### src/rtl/armleocpu_axi2simple_burst_converter_if.sv
// AXI4 slave-side channel bundle for the burst converter.
// The master modport is the AXI master side; the slave modport is the bridge side.
interface armleocpu_axi2simple_burst_converter_if #(
    parameter int ADDR_WIDTH = 34,
    parameter int ID_WIDTH   = 4,
    parameter int DATA_WIDTH = 32
);
    logic                      axi_awvalid;
    logic                      axi_awready;
    logic [ADDR_WIDTH-1:0]     axi_awaddr;
    logic [ID_WIDTH-1:0]       axi_awid;
    logic [7:0]                axi_awlen;
    logic [2:0]                axi_awsize;
    logic [1:0]                axi_awburst;

    logic                      axi_wvalid;
    logic                      axi_wready;
    logic [DATA_WIDTH-1:0]     axi_wdata;
    logic [DATA_WIDTH/8-1:0]   axi_wstrb;
    logic                      axi_wlast;

    logic                      axi_bvalid;
    logic                      axi_bready;
    logic [1:0]                axi_bresp;
    logic [ID_WIDTH-1:0]       axi_bid;

    logic                      axi_arvalid;
    logic                      axi_arready;
    logic [ADDR_WIDTH-1:0]     axi_araddr;
    logic [ID_WIDTH-1:0]       axi_arid;
    logic [7:0]                axi_arlen;
    logic [2:0]                axi_arsize;
    logic [1:0]                axi_arburst;

    logic                      axi_rvalid;
    logic                      axi_rready;
    logic [DATA_WIDTH-1:0]     axi_rdata;
    logic [1:0]                axi_rresp;
    logic [ID_WIDTH-1:0]       axi_rid;
    logic                      axi_rlast;

    modport master (
        output axi_awvalid, axi_awaddr, axi_awid, axi_awlen, axi_awsize, axi_awburst,
        input  axi_awready,
        output axi_wvalid, axi_wdata, axi_wstrb, axi_wlast,
        input  axi_wready,
        input  axi_bvalid, axi_bresp, axi_bid,
        output axi_bready,
        output axi_arvalid, axi_araddr, axi_arid, axi_arlen, axi_arsize, axi_arburst,
        input  axi_arready,
        input  axi_rvalid, axi_rdata, axi_rresp, axi_rid, axi_rlast,
        output axi_rready
    );

    modport slave (
        input  axi_awvalid, axi_awaddr, axi_awid, axi_awlen, axi_awsize, axi_awburst,
        output axi_awready,
        input  axi_wvalid, axi_wdata, axi_wstrb, axi_wlast,
        output axi_wready,
        output axi_bvalid, axi_bresp, axi_bid,
        input  axi_bready,
        input  axi_arvalid, axi_araddr, axi_arid, axi_arlen, axi_arsize, axi_arburst,
        output axi_arready,
        output axi_rvalid, axi_rdata, axi_rresp, axi_rid, axi_rlast,
        input  axi_rready
    );
endinterface

### src/rtl/armleocpu_axi2simple_burst_converter.sv
// AXI4 slave to simple-bus bridge: one simple-bus access per AXI beat,
// FIXED/INCR/WRAP bursts, round-robin between read and write addresses.
//
// state     | meaning
// IDLE      | arbitrate AR/AW, latch burst parameters
// RD_ACCESS | read strobe for current beat, capture read_data/response
// RD_RESP   | present R beat until rready
// WR_DATA   | accept W beats, one write strobe per beat
// WR_RESP   | present B until bready
module armleocpu_axi2simple_burst_converter #(
    parameter int ADDR_WIDTH = 34,
    parameter int ID_WIDTH   = 4,
    parameter int DATA_WIDTH = 32
) (
    input  logic                      clk,
    input  logic                      rst,
    armleocpu_axi2simple_burst_converter_if.slave bus,
    input  logic                      address_error,
    input  logic                      write_error,
    output logic [ADDR_WIDTH-1:0]     address,
    output logic                      write,
    output logic [DATA_WIDTH-1:0]     write_data,
    output logic [DATA_WIDTH/8-1:0]   write_byteenable,
    output logic                      read,
    input  logic [DATA_WIDTH-1:0]     read_data
);
    localparam int                    STROBES    = DATA_WIDTH / 8;
    localparam logic [2:0]            SIZE_FULL  = 3'($clog2(STROBES));
    localparam logic [ADDR_WIDTH-1:0] ALIGN_MASK = ~ADDR_WIDTH'(STROBES - 1);
    localparam logic [1:0] BURST_FIXED = 2'b00;
    localparam logic [1:0] BURST_INCR  = 2'b01;
    localparam logic [1:0] BURST_WRAP  = 2'b10;
    localparam logic [1:0] RESP_OKAY   = 2'b00;
    localparam logic [1:0] RESP_SLVERR = 2'b10;
    localparam logic [1:0] RESP_DECERR = 2'b11;

    typedef enum logic [2:0] {IDLE, RD_ACCESS, RD_RESP, WR_DATA, WR_RESP} state_t;

    state_t                  state_q, state_d;
    logic                    rr_read_q, rr_read_d;
    logic [ADDR_WIDTH-1:0]   addr_q, addr_d;
    logic [ID_WIDTH-1:0]     id_q, id_d;
    logic [7:0]              len_q, len_d;
    logic [1:0]              burst_q, burst_d;
    logic                    illegal_q, illegal_d;
    logic [7:0]              beat_q, beat_d;
    logic [DATA_WIDTH-1:0]   rdata_q, rdata_d;
    logic [1:0]              rresp_q, rresp_d;
    logic [1:0]              err_q, err_d;

    logic                    pick_read, pick_write, last_beat;
    logic [ADDR_WIDTH-1:0]   aligned, incr_addr, wrap_mask, next_addr;

    function automatic logic is_illegal(input logic [1:0] b, input logic [2:0] s,
                                        input logic [7:0] l);
        return (b == 2'b11) || (s != SIZE_FULL) ||
               ((b == BURST_WRAP) && !(l == 8'd1 || l == 8'd3 || l == 8'd7 || l == 8'd15));
    endfunction

    assign pick_read  = bus.axi_arvalid && (!bus.axi_awvalid || rr_read_q);
    assign pick_write = bus.axi_awvalid && !pick_read;
    assign last_beat  = (beat_q == len_q);

    // Only beat 0 may carry unaligned low bits; every later beat is aligned.
    assign aligned   = addr_q & ALIGN_MASK;
    assign incr_addr = aligned + ADDR_WIDTH'(STROBES);
    assign wrap_mask = ((ADDR_WIDTH'(len_q) + ADDR_WIDTH'(1)) << SIZE_FULL) - ADDR_WIDTH'(1);

    always_comb begin
        next_addr = incr_addr;
        case (burst_q)
            BURST_FIXED: next_addr = aligned;
            BURST_INCR:  next_addr = incr_addr;
            BURST_WRAP:  next_addr = (aligned & ~wrap_mask) | (incr_addr & wrap_mask);
            default:     next_addr = incr_addr;
        endcase
    end

    always_comb begin
        state_d   = state_q;
        rr_read_d = rr_read_q;
        addr_d    = addr_q;
        id_d      = id_q;
        len_d     = len_q;
        burst_d   = burst_q;
        illegal_d = illegal_q;
        beat_d    = beat_q;
        rdata_d   = rdata_q;
        rresp_d   = rresp_q;
        err_d     = err_q;
        bus.axi_arready = 1'b0;
        bus.axi_awready = 1'b0;
        bus.axi_wready  = 1'b0;
        bus.axi_rvalid  = 1'b0;
        bus.axi_rlast   = 1'b0;
        bus.axi_bvalid  = 1'b0;
        read  = 1'b0;
        write = 1'b0;

        case (state_q)
            IDLE: begin
                if (pick_read) begin
                    bus.axi_arready = 1'b1;
                    addr_d    = bus.axi_araddr;
                    id_d      = bus.axi_arid;
                    len_d     = bus.axi_arlen;
                    burst_d   = bus.axi_arburst;
                    illegal_d = is_illegal(bus.axi_arburst, bus.axi_arsize, bus.axi_arlen);
                    beat_d    = 8'd0;
                    err_d     = RESP_OKAY;
                    rr_read_d = 1'b0;
                    state_d   = RD_ACCESS;
                end else if (pick_write) begin
                    bus.axi_awready = 1'b1;
                    addr_d    = bus.axi_awaddr;
                    id_d      = bus.axi_awid;
                    len_d     = bus.axi_awlen;
                    burst_d   = bus.axi_awburst;
                    illegal_d = is_illegal(bus.axi_awburst, bus.axi_awsize, bus.axi_awlen);
                    beat_d    = 8'd0;
                    err_d     = RESP_OKAY;
                    rr_read_d = 1'b1;
                    state_d   = WR_DATA;
                end
            end
            RD_ACCESS: begin
                read    = !illegal_q;
                rdata_d = illegal_q ? '0 : read_data;
                rresp_d = illegal_q ? RESP_SLVERR :
                          (address_error ? RESP_DECERR : RESP_OKAY);
                state_d = RD_RESP;
            end
            RD_RESP: begin
                bus.axi_rvalid = 1'b1;
                bus.axi_rlast  = last_beat;
                if (bus.axi_rready) begin
                    if (last_beat) begin
                        state_d = IDLE;
                    end else begin
                        addr_d  = next_addr;
                        beat_d  = beat_q + 8'd1;
                        state_d = RD_ACCESS;
                    end
                end
            end
            WR_DATA: begin
                bus.axi_wready = 1'b1;
                if (bus.axi_wvalid) begin
                    write = !illegal_q;
                    // DECERR is sticky and outranks SLVERR from later beats.
                    if (illegal_q)
                        err_d = RESP_SLVERR;
                    else if (address_error)
                        err_d = RESP_DECERR;
                    else if (write_error && err_q != RESP_DECERR)
                        err_d = RESP_SLVERR;
                    if (last_beat) begin
                        state_d = WR_RESP;
                    end else begin
                        addr_d = next_addr;
                        beat_d = beat_q + 8'd1;
                    end
                end
            end
            WR_RESP: begin
                bus.axi_bvalid = 1'b1;
                if (bus.axi_bready)
                    state_d = IDLE;
            end
            default: state_d = IDLE;
        endcase
    end

    always_ff @(posedge clk or posedge rst) begin
        if (rst) begin
            state_q   <= IDLE;
            rr_read_q <= 1'b1;
            addr_q    <= '0;
            id_q      <= '0;
            len_q     <= '0;
            burst_q   <= '0;
            illegal_q <= 1'b0;
            beat_q    <= '0;
            rdata_q   <= '0;
            rresp_q   <= '0;
            err_q     <= '0;
        end else begin
            state_q   <= state_d;
            rr_read_q <= rr_read_d;
            addr_q    <= addr_d;
            id_q      <= id_d;
            len_q     <= len_d;
            burst_q   <= burst_d;
            illegal_q <= illegal_d;
            beat_q    <= beat_d;
            rdata_q   <= rdata_d;
            rresp_q   <= rresp_d;
            err_q     <= err_d;
        end
    end

    assign address          = addr_q;
    assign write_data       = bus.axi_wdata;
    assign write_byteenable = bus.axi_wstrb;
    assign bus.axi_rdata    = rdata_q;
    assign bus.axi_rresp    = rresp_q;
    assign bus.axi_rid      = id_q;
    assign bus.axi_bid      = id_q;
    assign bus.axi_bresp    = err_q;
endmodule

### src/flat_wrapper.sv
// flat-port wrapper written by rule: the top's interface ports become plain ports
module armleocpu_axi2simple_burst_converter_flat 
#(
    parameter int ADDR_WIDTH = 34,
    parameter int ID_WIDTH   = 4,
    parameter int DATA_WIDTH = 32
)
  (clk, rst, address_error, write_error, address, write, write_data, write_byteenable, read, read_data, bus_axi_awvalid, bus_axi_awaddr, bus_axi_awid, bus_axi_awlen, bus_axi_awsize, bus_axi_awburst, bus_axi_awready, bus_axi_wvalid, bus_axi_wdata, bus_axi_wstrb, bus_axi_wlast, bus_axi_wready, bus_axi_bvalid, bus_axi_bresp, bus_axi_bid, bus_axi_bready, bus_axi_arvalid, bus_axi_araddr, bus_axi_arid, bus_axi_arlen, bus_axi_arsize, bus_axi_arburst, bus_axi_arready, bus_axi_rvalid, bus_axi_rdata, bus_axi_rresp, bus_axi_rid, bus_axi_rlast, bus_axi_rready);
  armleocpu_axi2simple_burst_converter_if #(.ADDR_WIDTH(ADDR_WIDTH), .ID_WIDTH(ID_WIDTH), .DATA_WIDTH(DATA_WIDTH)) bus_i ();
  input  logic clk;
  input  logic rst;
  input  logic address_error;
  input  logic write_error;
  output logic [ADDR_WIDTH-1:0] address;
  output logic write;
  output logic [DATA_WIDTH-1:0] write_data;
  output logic [DATA_WIDTH/8-1:0] write_byteenable;
  output logic read;
  input  logic [DATA_WIDTH-1:0] read_data;
  input wire logic [$bits(bus_i.axi_awvalid)-1:0] bus_axi_awvalid;
  input wire logic [$bits(bus_i.axi_awaddr)-1:0] bus_axi_awaddr;
  input wire logic [$bits(bus_i.axi_awid)-1:0] bus_axi_awid;
  input wire logic [$bits(bus_i.axi_awlen)-1:0] bus_axi_awlen;
  input wire logic [$bits(bus_i.axi_awsize)-1:0] bus_axi_awsize;
  input wire logic [$bits(bus_i.axi_awburst)-1:0] bus_axi_awburst;
  output wire logic [$bits(bus_i.axi_awready)-1:0] bus_axi_awready;
  input wire logic [$bits(bus_i.axi_wvalid)-1:0] bus_axi_wvalid;
  input wire logic [$bits(bus_i.axi_wdata)-1:0] bus_axi_wdata;
  input wire logic [$bits(bus_i.axi_wstrb)-1:0] bus_axi_wstrb;
  input wire logic [$bits(bus_i.axi_wlast)-1:0] bus_axi_wlast;
  output wire logic [$bits(bus_i.axi_wready)-1:0] bus_axi_wready;
  output wire logic [$bits(bus_i.axi_bvalid)-1:0] bus_axi_bvalid;
  output wire logic [$bits(bus_i.axi_bresp)-1:0] bus_axi_bresp;
  output wire logic [$bits(bus_i.axi_bid)-1:0] bus_axi_bid;
  input wire logic [$bits(bus_i.axi_bready)-1:0] bus_axi_bready;
  input wire logic [$bits(bus_i.axi_arvalid)-1:0] bus_axi_arvalid;
  input wire logic [$bits(bus_i.axi_araddr)-1:0] bus_axi_araddr;
  input wire logic [$bits(bus_i.axi_arid)-1:0] bus_axi_arid;
  input wire logic [$bits(bus_i.axi_arlen)-1:0] bus_axi_arlen;
  input wire logic [$bits(bus_i.axi_arsize)-1:0] bus_axi_arsize;
  input wire logic [$bits(bus_i.axi_arburst)-1:0] bus_axi_arburst;
  output wire logic [$bits(bus_i.axi_arready)-1:0] bus_axi_arready;
  output wire logic [$bits(bus_i.axi_rvalid)-1:0] bus_axi_rvalid;
  output wire logic [$bits(bus_i.axi_rdata)-1:0] bus_axi_rdata;
  output wire logic [$bits(bus_i.axi_rresp)-1:0] bus_axi_rresp;
  output wire logic [$bits(bus_i.axi_rid)-1:0] bus_axi_rid;
  output wire logic [$bits(bus_i.axi_rlast)-1:0] bus_axi_rlast;
  input wire logic [$bits(bus_i.axi_rready)-1:0] bus_axi_rready;
  assign bus_i.axi_awvalid = bus_axi_awvalid;
  assign bus_i.axi_awaddr = bus_axi_awaddr;
  assign bus_i.axi_awid = bus_axi_awid;
  assign bus_i.axi_awlen = bus_axi_awlen;
  assign bus_i.axi_awsize = bus_axi_awsize;
  assign bus_i.axi_awburst = bus_axi_awburst;
  assign bus_axi_awready = bus_i.axi_awready;
  assign bus_i.axi_wvalid = bus_axi_wvalid;
  assign bus_i.axi_wdata = bus_axi_wdata;
  assign bus_i.axi_wstrb = bus_axi_wstrb;
  assign bus_i.axi_wlast = bus_axi_wlast;
  assign bus_axi_wready = bus_i.axi_wready;
  assign bus_axi_bvalid = bus_i.axi_bvalid;
  assign bus_axi_bresp = bus_i.axi_bresp;
  assign bus_axi_bid = bus_i.axi_bid;
  assign bus_i.axi_bready = bus_axi_bready;
  assign bus_i.axi_arvalid = bus_axi_arvalid;
  assign bus_i.axi_araddr = bus_axi_araddr;
  assign bus_i.axi_arid = bus_axi_arid;
  assign bus_i.axi_arlen = bus_axi_arlen;
  assign bus_i.axi_arsize = bus_axi_arsize;
  assign bus_i.axi_arburst = bus_axi_arburst;
  assign bus_axi_arready = bus_i.axi_arready;
  assign bus_axi_rvalid = bus_i.axi_rvalid;
  assign bus_axi_rdata = bus_i.axi_rdata;
  assign bus_axi_rresp = bus_i.axi_rresp;
  assign bus_axi_rid = bus_i.axi_rid;
  assign bus_axi_rlast = bus_i.axi_rlast;
  assign bus_i.axi_rready = bus_axi_rready;
  armleocpu_axi2simple_burst_converter #(.ADDR_WIDTH(ADDR_WIDTH), .ID_WIDTH(ID_WIDTH), .DATA_WIDTH(DATA_WIDTH)) u_core (.clk(clk), .rst(rst), .bus(bus_i), .address_error(address_error), .write_error(write_error), .address(address), .write(write), .write_data(write_data), .write_byteenable(write_byteenable), .read(read), .read_data(read_data));
endmodule
### config.mk
export PLATFORM = sky130hd
export DESIGN_NAME = armleocpu_axi2simple_burst_converter_flat
export DESIGN_NICKNAME = d
export VERILOG_FILES = /design/src/rtl/armleocpu_axi2simple_burst_converter_if.sv /design/src/rtl/armleocpu_axi2simple_burst_converter.sv /design/src/flat_wrapper.sv
export SDC_FILE = /design/constraint.sdc
export NUM_CORES = 1
export LEC_CHECK = 0
export ABC_AREA = 1
export CAP_MARGIN = 30
export CORE_ASPECT_RATIO = 1.25
export CORE_UTILIZATION = 35
export DETAILED_ROUTE_END_ITERATION = 7
export PLACE_DENSITY = 0.7
export RECOVER_POWER = 25
export SLEW_MARGIN = 15
export SYNTH_ARGS = -nofsm -noshare
export SYNTH_HDL_FRONTEND = slang
export SYNTH_SLANG_ARGS = --single-unit
### constraint.sdc
create_clock -name clk -period 3.4 [get_ports clk]
set_clock_uncertainty 0.1 [all_clocks]
set_input_delay 0.51 -clock clk [delete_from_list [all_inputs] [get_ports clk]]
set_output_delay 0.51 -clock clk [all_outputs]
set_load 0.02 [all_outputs]
==> summary.md, run 1 <==
| Metric | Value |
|---|---|
| Outcome | `complete, but fails checks` |
| Failing checks | `DRC, capacitance limit, slew limit` |
| Die height | `155.6 um` |
| Top cell type by total area after synthesis | `dfrtp_1` |
| Gate Count Post-Synth | `949` |
| CP cell instances | `inv_1, nand2_1, nand4_1, nor2_1, nand2_1, nor3_1, clkdlybuf4s50_1` |
| Layout cell share with drive strength beyond 1 | `6.256%` |
| Initial antenna violation count | `1` |
| Number of global-route vias before repair | `6,631` |
| Reg2Reg Setup Slack | `940 ps` |
| Minimum clock period | `2906 ps` |
| Final Hold Fails | `0` |
| TritonCTS Sinks | `97` |
| Place WS | `604.2 ps` |
| Antenna diodes | `0` |
| # hold bufs at CTS | `0` |
| Routed Antenna Nets | `0` |
| Die Wd | `124.8 um` |
| Crit-path leading delay family | `buffers and inverters` |
| Fin worst setup slack | `493.6 ps` |
| Most common library cells after synthesis | `276 x nand2_1, 143 x nor2_1, 96 x dfrtp_1` |
| Cell area after synthesis | `6603 sq um` |
| Clk pin slew, worst setup/hold paths | `80 ps` |
| Final Setup Violations | `0` |
| Total GRT Usage | `21.87%` |
| Worst hold stages | `2` |
| Area Growth Syn to Fin | `38.56%` |
| Largest net degree at the start of global routing | `51` |
| # rows | `55` |
| Crit path depth | `7` |
| GP Congestion | `0.9522` |
| CP max stage cell | `clkdlybuf4s50_1` |
| WL/cell | `15.38 um` |
| Critical path endpoint | `bus_axi_rlast` |
| DP Area | `8826 sq um` |
| CP Launch Type | `register` |
| Static Leak | `0.004047 uW` |
| CP bufs+invs | `2` |
| Vias | `6,769` |
| Initial core utilization | `36.07%` |
| Reg2reg start | `u_core.len_q[0]$_DFFE_PP0P_` |
| CP Max Fanout | `9` |
| Yosys top cell area share | `36.38%` |
| Clk root buf | `clkbuf_16` |
| Critical path type | `register to primary output` |
| Setup TNS | `0 ps` |
| Async SR Flop Fraction | `100.0%` |
| Routed wire length | `20,970 um` |
| CTS tree | `built` |
| Most frequent cell after synthesis | `nand2_1` |
| Net Count, Synth | `1,133` |
| Max Root-Sink Buffers | `2` |
| HPWL after DPL | `15,870 um` |
| HP Class | `register to register` |
| Fin cells | `1,363` |
| Max IR drop VDD | `0.6271 mV` |
| Max Cap Violations | `1` |
| Skew-Pair Late Insertion Delay | `360 ps` |
| CP Launch Point | `u_core.len_q[2]$_DFFE_PP0P_` |
| Final period utilization | `85.48%` |
| Seq cells post-synth | `97` |
| Worst-Margin Slew | `1807 ps` |
| CP most frequent cell | `nand2_1` |
| Post-CTS Setup Inserts | `0` |
| Layout net count | `1,314` |
| EDFF count, synth | `0` |
| Placed Instances | `1,347` |
| CP peak stage delay | `680 ps` |
| Pwr Density | `923.5 nW/um^2` |
| Area contributors post-synth | `dfrtp_1 36%, nand2_1 16%, nor2_1 8.1%` |
| RSZ-0062 raised after global routing | `false` |
| Slew Viols, Final | `40` |
| Setup crit end kind | `primary output` |
| Relative slew margins | `-21.10%` |
| R2r worst-path depth | `12` |
| Power consumption | `8449 uW` |
| Design area | `9149 sq um` |
| Starting DRT DRC Count | `486` |
| IO buf count | `228` |
| TritonCTS Buffers | `9` |
| Full die area | `19,420 sq um` |
| Sequential share of the synthesized area | `36.78%` |
| Drt drc | `42` |
| Crit path required time | `2790 ps` |
| Post-DR vias/cell | `4.966` |
| Reg area | `2429 sq um` |
| Core Area | `18,310 sq um` |
| Crit path arrival time | `2300 ps` |
| GRT overflow | `0` |
| Multi-input gate area | `3440 sq um` |
| CTS resizes | `0` |
| Fill cell count | `1,813` |
| First-pass GRT wire length | `33,440 um` |
| Syn avg cell area | `6.957 sq um` |
| DR pass1 iterations | `7` |
| H-tree levels | `3` |
| IO Pins | `302` |
| Synthesis Warnings | `0` |
| Max Fclk | `344.1 MHz` |
| Synth cell types | `38` |
| Top FF cell, synth | `dfrtp_1` |
-- cells by family after synthesis --
| family | synth area share, % |
|---|---|
| adders and majority gates | 0.7580 |
| buffers and inverters | 11.29 |
| and+or+nand+nor | 32.29 |
| DFF | 36.78 |
| xor gates and xnor gates | 3.582 |
| muxes | 0.3032 |
| AOI/OAI and AO/OA | 14.99 |
-- per-stage QoR --
stage | utilization, % | hold slack (ps)
2_1_floorplan | - | 369.9
3_3_place_gp | 48.22 | 358.2
3_5_place_dp | 48.22 | 367.5
4_1_cts | 50.00 | 386.3
5_1_grt | 49.98 | 412.1
6_report | 49.98 | 378.0
-- final cells by class --
type	instances	share of cell area, %
Timing Repair Buffer	241	25.98
Inverter	76	3.187
Sequential cell	97	26.55
Clock inverter	7	1.108
Tap cell	228	3.118
Clock buffer	9	2.462
Multi-Input combinational cell	705	37.60
-- worst min-delay path, stage by stage, from the launching register on --
cell and delay (ps):
dfrtp_1 350, nand2_1 50, nand2_1 50
-- where the power goes --
part | internal (uW) | switching (uW)
registers | 1710 | 637
clock network | 596 | 528
logic | 2020 | 2960
-- routing by layer --
metal	wire length, um	vias up	GRT usage [%]
met3	1515	50	4.767
li1	-	3387	-
met4	681	2	10.34
met5	13	-	0
met2	10740	262	40.16
met1	8019	3068	24.01
-- cells in the final DEF (no fill, tap or decap), types with 4 or more instances in the layout --
master	n
nand3_2	5
o31ai_1	5
nand3_1	41
nand3b_1	4
clkbuf_16	9
o21ai_0	79
inv_2	8
buf_4	12
xnor2_1	12
a21oi_1	23
inv_1	65
dfrtp_1	96
nand2_2	7
nor2_1	143
a22o_1	32
nor3_1	10
clkdlybuf4s50_1	227
o21ai_1	6
nor2_4	5
ha_1	4
nand2_1	276
xor2_1	15
nor2_2	8
nand4_1	7
o22ai_1	10
-- worst min path at each step --
stage	from	endpoint	slack, ps
floorplan	u_core.rr_read_q$_DFFE_PP1P_	u_core.rr_read_q$_DFFE_PP1P_	370
global placement	u_core.bus.axi_rresp[1]$_DFFE_PP0P_	u_core.bus.axi_rresp[1]$_DFFE_PP0P_	360
detailed placement	u_core.bus.axi_rresp[1]$_DFFE_PP0P_	u_core.bus.axi_rresp[1]$_DFFE_PP0P_	370
CTS	u_core.bus.axi_rresp[1]$_DFFE_PP0P_	u_core.bus.axi_rresp[1]$_DFFE_PP0P_	390
global route	u_core.bus.axi_rresp[1]$_DFFE_PP0P_	u_core.bus.axi_rresp[1]$_DFFE_PP0P_	410
finish	u_core.bus.axi_rresp[1]$_DFFE_PP0P_	u_core.bus.axi_rresp[1]$_DFFE_PP0P_	380
(Power assumes the default switching activity.)
==> run 2: changes to the inputs <==
--- a/config.mk
+++ b/config.mk
@@ -5,7 +5,6 @@
 export SDC_FILE = /design/constraint.sdc
 export NUM_CORES = 1
 export LEC_CHECK = 0
-export ABC_AREA = 1
 export CAP_MARGIN = 30
 export CORE_ASPECT_RATIO = 1.25
 export CORE_UTILIZATION = 35
==> summary.md, run 2 <==
| Metric | Value |
|---|---|
| Layout cell share with drive strength beyond 1 | `6.250% (about the same)` |
| CP bufs+invs | `2 (unchanged)` |
| Largest family of logic cells by synthesized area | `compound AO/OA/AOI/OAI gates` |
| Area contributors post-synth | `dfrtp_1 37%, nand2_1 8.3%, o21ai_0 5.4%` |
| Antenna diodes | `0 (unchanged)` |
| CTS resizes | `0 (unchanged)` |
| Layout net count | `1,139 (-13%)` |
| Clk network pwr share | `13.4% (about the same)` |
| Commonest cells after routing, fill and taps aside | `227 x clkdlybuf4s50_1, 141 x nand2_1, 96 x dfrtp_1, 70 x o21ai_0, 47 x nor2_1` |
| Sequential share of the synthesized area | `37.73% (+0.95 points)` |
| Most common library cells after synthesis | `142 x nand2_1, 96 x dfrtp_1, 70 x o21ai_0` |
| WL/cell | `16.27 um (+5.7%)` |
| HPWL after DPL | `14,410 um (-9.3%)` |
| Critical path type | `register to primary output` |
| CP Launch Type | `register` |
| Slew Viols, Final | `40 (unchanged)` |
| Pwr Density | `891.5 nW/um^2 (-3.5%)` |
| First-pass GRT wire length | `30,640 um (-8.4%)` |
| HP Start | `u_core.bus.axi_rdata[31]$_DFFE_PP0P_` |
| Share of total power in sequential cells | `27.8% (about the same)` |
| Yosys top cell area share | `37.33% (+0.94 points)` |
| Power consumption | `7933 uW (-6.1%)` |
| RSZ-0062 raised after global routing | `false` |
| Utilization after layout | `49.35% (-0.62 points)` |
| Async SR Flop Fraction | `100.0% (unchanged)` |
| CP peak stage delay | `690 ps (about the same)` |
| Routed Antenna Nets | `0 (unchanged)` |
| CP cell instances | `buf_4, xnor2_1, nand4_1, nor4_1, clkdlybuf4s50_1` |
| Setup TNS | `0 ps (unchanged)` |
| Area Growth Syn to Fin | `38.26%` |
| Reg2reg start | `u_core.len_q[1]$_DFFE_PP0P_` |
| Mux cell area share after synthesis | `3.091% (+2.8 points)` |
| Outcome | `complete, but fails checks` |
| Drt drc | `0 (-100%)` |
| CP max stage cell | `clkdlybuf4s50_1` |
| TritonCTS Buffers | `9 (unchanged)` |
| Post-CTS Setup Inserts | `0 (unchanged)` |
| Final period utilization | `90.24% (+4.8 points)` |
| Syn avg cell area | `8.096 sq um (+16%)` |
| CP Max Fanout | `7 (-2)` |
| Relative slew margins | `-21.15% (-0.047 points)` |
| Failing checks | `capacitance limit, slew limit` |
| Seq cells post-synth | `97 (unchanged)` |
| Post-DR vias/cell | `5.253 (+5.8%)` |
| Starting DRT DRC Count | `422 (-13%)` |
| Clk pin slew, worst setup/hold paths | `70 ps (about the same)` |
| Setup crit end kind | `primary output` |
| Synth cell types | `69 (+82%)` |
| Crit path required time | `2790 ps (about the same)` |
| Number of global-route vias before repair | `5,907 (-11%)` |
| Crit-path leading delay family | `buffers and inverters` |
| Largest net degree at the start of global routing | `69 (+35%)` |
| Full die area | `18,940 sq um (-2.5%)` |
| Die height | `153.6 um (-1.3%)` |
| Core Area | `18,030 sq um (-1.5%)` |
| Max Cap Violations | `1 (unchanged)` |
| # hold bufs at CTS | `0 (unchanged)` |
| DR pass1 iterations | `5 (-2)` |
| Max Root-Sink Buffers | `2 (unchanged)` |
| Final Setup Violations | `0 (unchanged)` |
| Cell area after synthesis | `6436 sq um (-2.5%)` |
| HP Class | `register to register` |
| Commonest non-fill, non-tap cell in the layout | `clkdlybuf4s50_1` |
| Internal | `4285 uW (-0.97%)` |
| Switching power | `3648 uW (-11%)` |
| Total GRT Usage | `20.43% (-1.4 points)` |
| Top cell type by total area after synthesis | `dfrtp_1` |
| GRT overflow | `0 (unchanged)` |
| DP Area | `8608 sq um (-2.5%)` |
| EDFF count, synth | `0 (unchanged)` |
| Most frequent cell after synthesis | `nand2_1` |
| CP Launch Point | `u_core.len_q[0]$_DFFE_PP0P_` |
| GP Congestion | `0.8228 (-14%)` |
| Net Count, Synth | `979 (-14%)` |
| IO buf count | `228 (unchanged)` |
| Gate Count Post-Synth | `795 (-16%)` |
| Routed wire length | `19,320 um (-7.8%)` |
| Clk root buf | `clkbuf_16` |
| Skew-Pair Late Insertion Delay | `350 ps (about the same)` |
| # rows | `55 (unchanged)` |
| Worst-Margin Slew | `1807 ps (+0.7053 ps)` |
| IO Pins | `302 (unchanged)` |
| Fill cell count | `1,812 (-0.055%)` |
| Max IR drop VDD | `0.4237 mV (-32%)` |
| CTS tree | `built` |
| Static Leak | `0.003548 uW (-12%)` |
| Crit path arrival time | `2460 ps (+160 ps)` |
| Design area | `8899 sq um (-2.7%)` |
| Initial antenna violation count | `0 (-1)` |
| Post-synthesis xor/xnor area fraction | `2.722% (-0.86 points)` |
| Vias | `6,241 (-7.8%)` |
| Comb power frac | `58.8% (-0.2 points)` |
| Synthesis Warnings | `0 (unchanged)` |
| Post-Synth Adder-Cell Area | `0.7776% (+0.020 points)` |
| Minimum clock period | `3068 ps (+161.8 ps)` |
| Max Fclk | `325.9 MHz (-5.3%)` |
| TritonCTS Sinks | `97 (unchanged)` |
| Initial core utilization | `35.70% (-0.37 points)` |
| Die Wd | `123.3 um (-1.2%)` |
| Post-synthesis compound-gate area fraction | `23.15% (+8.2 points)` |
| H-tree levels | `3 (unchanged)` |
| Hold Slack | `378.4 ps (+0.4620 ps)` |
| Switching Share | `45.99% (-2.8 points)` |
| Final Hold Fails | `0 (unchanged)` |
| Synth Area in Simple Gates | `22.84% (-9.4 points)` |
| Top FF cell, synth | `dfrtp_1` |
[run 2: changes by cell type after synthesis, moves of 25 or more]
cell / previous run / this run
a31oi_1: 0 / 27
nand3_1: 41 / 16
inv_1: 66 / 18
nand2_1: 276 / 142
nand2b_1: 0 / 35
nor2_1: 143 / 49
[run 2: worst min-delay path, stage by stage, from the launching register on]
cell and delay [ps]:
dfrtp_1 340, nand2_1 40, o21ai_0 60
[run 2: power by group through the flow]
stage / sequential [uW] / clock (uW) / combinational (uW)
6_report: 2200 / 1070 / 4660
5_1_grt: 2290 / 1130 / 5120
4_1_cts: 2200 / 1090 / 4700
3_5_place_dp: 2220 / 0 / 4680
3_3_place_gp: 2200 / 0 / 4600
2_1_floorplan: 2450 / 0 / 2830
[run 2: area by class of cell]
type | count | area, sq um | area share (%)
clock buffers | 11 | 242.7 | 2.728
repair buffers | 244 | 2415 | 27.14
multi-input cells | 585 | 3397 | 38.17
inverters | 18 | 68.82 | 0.7733
well taps | 228 | 285.3 | 3.206
flip-flops and latches | 97 | 2429 | 27.29
clock inverters | 5 | 61.31 | 0.6890
[run 2: worst paths after layout]
check / cells past startpoint / endpoint / slack [ps]
worst max register to register: 7 / register / 480
min in group asynchronous: 2 / u_core.bus.axi_rdata[4]$_DFFE_PP0P_ / 950
worst min register to register: 2 / u_core.bus.axi_rdata[31]$_DFFE_PP0P_ / 380
max in group asynchronous: 3 / u_core.len_q[6]$_DFFE_PP0P_ / 620
worst min-delay path: 2 / u_core.bus.axi_rdata[31]$_DFFE_PP0P_ / 380
worst max-delay path: 5 / bus_axi_rlast / 330
[run 2: kinds of logic (layout without fill, tap and decap cells)]
kind of cell,count (synthesis),in the layout
compound gates,231,231
buf+inv,113,278
flops,97,97
fa+ha+maj,4,4
simple gates,311,311
xor+xnor,20,20
mux,19,19
[run 2: stage by stage]
| step | std cells | worst slack [ps] |
|---|---|---|
| 2_1_floorplan | 795 | 257.9 |
| 3_3_place_gp | 1172 | 583.8 |
| 3_5_place_dp | 1172 | 512.1 |
| 4_1_cts | 1188 | 354.7 |
| 5_1_grt | 1188 | 181.2 |
| 6_report | 1188 | 331.8 |
[run 2: metal layers]
layer | share of wire (%) | track usage (%) | wire length (um)
met1 | 41 | 24.69 | 7929
met2 | 50 | 35.12 | 9621
met3 | 5.5 | 3.042 | 1065
met4 | 3.7 | 9.524 | 707
met5 | 0 | 0 | 0
==> run 3: changes to the inputs <==
--- a/config.mk
+++ b/config.mk
@@ -6,10 +6,10 @@
 export NUM_CORES = 1
 export LEC_CHECK = 0
 export CAP_MARGIN = 30
-export CORE_ASPECT_RATIO = 1.25
+export CORE_ASPECT_RATIO = 0.6
 export CORE_UTILIZATION = 35
 export DETAILED_ROUTE_END_ITERATION = 7
-export PLACE_DENSITY = 0.7
+export PLACE_DENSITY = 0.69
 export RECOVER_POWER = 25
 export SLEW_MARGIN = 15
 export SYNTH_ARGS = -nofsm -noshare
==> summary.md, run 3 (same netlist as run 2, synthesis figures left out) <==
| Metric | Value |
|---|---|
| Initial core utilization | `36.68% (+0.99 points)` |
| Setup crit end kind | `register` |
| Die height | `107.0 um (-30%)` |
| Fill cell count | `1,679 (-7.3%)` |
| CTS tree | `built` |
| Max Root-Sink Buffers | `2 (unchanged)` |
| Crit path required time | `3560 ps (+770 ps)` |
| Max IR drop VDD | `0.3553 mV (-16%)` |
| Core Area | `17,550 sq um (-2.7%)` |
| CP Max Fanout | `19 (+12)` |
| Outcome | `complete, but fails checks` |
| Failing checks | `capacitance limit, slew limit` |
| GP Congestion | `0.8443 (+2.6%)` |
| Final Hold Fails | `0 (unchanged)` |
| Clk pin slew, worst setup/hold paths | `70 ps (about the same)` |
| Fin cells | `1,194 (+0.51%)` |
| H-tree levels | `3 (unchanged)` |
| IO buf count | `228 (unchanged)` |
| Routed wire length | `20,000 um (+3.5%)` |
| Setup TNS | `0 ps (unchanged)` |
| Max Fclk | `331.7 MHz (+1.8%)` |
| Placed Instances | `1,178 (+0.51%)` |
| Total GRT Usage | `21.08% (+0.65 points)` |
| # hold bufs at CTS | `0 (unchanged)` |
| Layout cell share with drive strength beyond 1 | `6.250% (unchanged)` |
| Routed Antenna Nets | `0 (unchanged)` |
| Crit path arrival time | `3170 ps (+710 ps)` |
| Layout net count | `1,139 (unchanged)` |
| Largest net degree at the start of global routing | `69 (unchanged)` |
| Clk root buf | `clkbuf_16` |
| Multi-input gate area | `3405 sq um (+0.22%)` |
| RSZ-0062 raised after global routing | `false` |
| Reg2Reg Setup Slack | `390 ps (-90 ps)` |
| Starting DRT DRC Count | `541 (+28%)` |
| IO Pins | `302 (unchanged)` |
| Commonest non-fill, non-tap cell in the layout | `clkdlybuf4s50_1` |
| Final Setup Violations | `0 (unchanged)` |
| TritonCTS Sinks | `97 (unchanged)` |
| CP cell instances | `ha_1, xnor2_1, a31oi_2, a2111o_1, a21o_1, o32a_1, o22ai_1` |
| CP max stage cell | `dfrtp_1` |
| Commonest cells after routing, fill and taps aside | `227 x clkdlybuf4s50_1, 141 x nand2_1, 96 x dfrtp_1, 70 x o21ai_0, 47 x nor2_1` |
| CTS resizes | `0 (unchanged)` |
| WHS Endpoint | `u_core.bus.axi_rdata[0]$_DFFE_PP0P_` |
| Area Growth Syn to Fin | `38.36% (about the same)` |
| Initial antenna violation count | `0 (unchanged)` |
| GRT overflow | `0 (unchanged)` |
| HP Class | `register to register` |
| Post-DR vias/cell | `5.313 (+1.1%)` |
| CP Launch Type | `register` |
| Drt drc | `0 (unchanged)` |
| Post-CTS Setup Inserts | `0 (unchanged)` |
| Worst-Margin Slew | `1896 ps (+88.20 ps)` |
| Reg2reg start | `u_core.len_q[0]$_DFFE_PP0P_` |
| CP peak stage delay | `600 ps (-90 ps)` |
| Full die area | `18,950 sq um (about the same)` |
| HP Start | `u_core.bus.axi_rdata[0]$_DFFE_PP0P_` |
| HPWL after DPL | `15,190 um (+5.5%)` |
| Pwr Density | `890.3 nW/um^2 (-0.14%)` |
| Number of global-route vias before repair | `5,919 (+0.20%)` |
| Static Leak | `0.003549 uW (about the same)` |
| Worst hold stages | `2 (unchanged)` |
| TritonCTS Buffers | `9 (unchanged)` |
| # rows | `37 (-33%)` |
| Antenna diodes | `0 (unchanged)` |
| Skew-Pair Late Insertion Delay | `340 ps (about the same)` |
| First-pass GRT wire length | `31,660 um (+3.4%)` |
| Minimum clock period | `3014 ps (-53.74 ps)` |
| Reg area | `2429 sq um (unchanged)` |
| Vias | `6,344 (+1.7%)` |
| DR pass1 iterations | `5 (unchanged)` |
| Critical path type | `register to register` |
| Slew Viols, Final | `47 (+18%)` |
| Relative slew margins | `-26.51% (-5.4 points)` |
| Die Wd | `177.1 um (+44%)` |
| Final period utilization | `88.66% (-1.6 points)` |
| Max Cap Violations | `1 (unchanged)` |
| WL/cell | `16.75 um (+3.0%)` |
| R2r worst-path depth | `7 (unchanged)` |
run 3: cell types whose count changed in the layout (fill, tap and decap cells not counted), sizes merged:
| cell | delta |
|---|---|
| buf | +1 |
| bufinv | -1 |
| clkbuf | -3 |
| clkinv | +3 |
| clkinvlp | -1 |
| inv | +1 |
run 3: metal layers:
layer  vias up  wire length, um  track usage [%]
met4         0               70            2.771
met3         6             1563            4.539
met2       236             8200            31.19
met1      2995            10160            31.70
li1       3107                -                -
met5         -                0                0
run 3: stage by stage:
step	util [%]	setup slack, ps	hold slack [ps]	cell area [sq um]	power, uW
floorplan	-	257.9	411.2	6436	5281
global placement	49.08	485.0	361.9	8611	6854
detailed placement	49.08	415.4	369.3	8611	6936
CTS	50.77	398.0	386.8	8907	7972
global route	50.75	179.9	398.3	8905	8561
finish	50.75	385.5	382.8	8905	7928
run 3: power by group:
group / switching, uW / internal, uW / leakage, uW / total (uW)
clock: 496 / 518 / 0.000145 / 1010
sequential: 654 / 1650 / 0.00121 / 2300
combinational: 2570 / 2040 / 0.00219 / 4610
total: 3720 / 4210 / 0.00355 / 7930
run 3: how the worst max path moves through the flow:
stage	to	cells past startpoint	start	slack (ps)
finish	register	7	u_core.len_q[0]$_DFFE_PP0P_	390
floorplan	asynchronous set/reset pin	1	rst	260
global route	register	11	u_core.len_q[0]$_DFFE_PP0P_	180
global placement	register	7	u_core.len_q[0]$_DFFE_PP0P_	490
CTS	register	7	u_core.len_q[0]$_DFFE_PP0P_	400
detailed placement	register	7	u_core.len_q[0]$_DFFE_PP0P_	420
run 3: worst max-delay path: cells and delay by family, from the launching register on:
kind,cells,cell delay [ps]
adder cells (fa/ha/maj),1,330
AO/OA/AOI/OAI,5,1750
flip-flops,1,600
XOR/XNOR,1,150
run 3: area by class of cell:
| cell class | count | area share [%] |
|---|---|---|
| well taps | 234 | 3.288 |
| flip-flops and latches | 97 | 27.27 |
| repair buffers | 244 | 27.12 |
| inverters | 18 | 0.7587 |
| clock inverters | 7 | 0.8009 |
| clock buffers | 9 | 2.529 |
| multi-input cells | 585 | 38.23 |
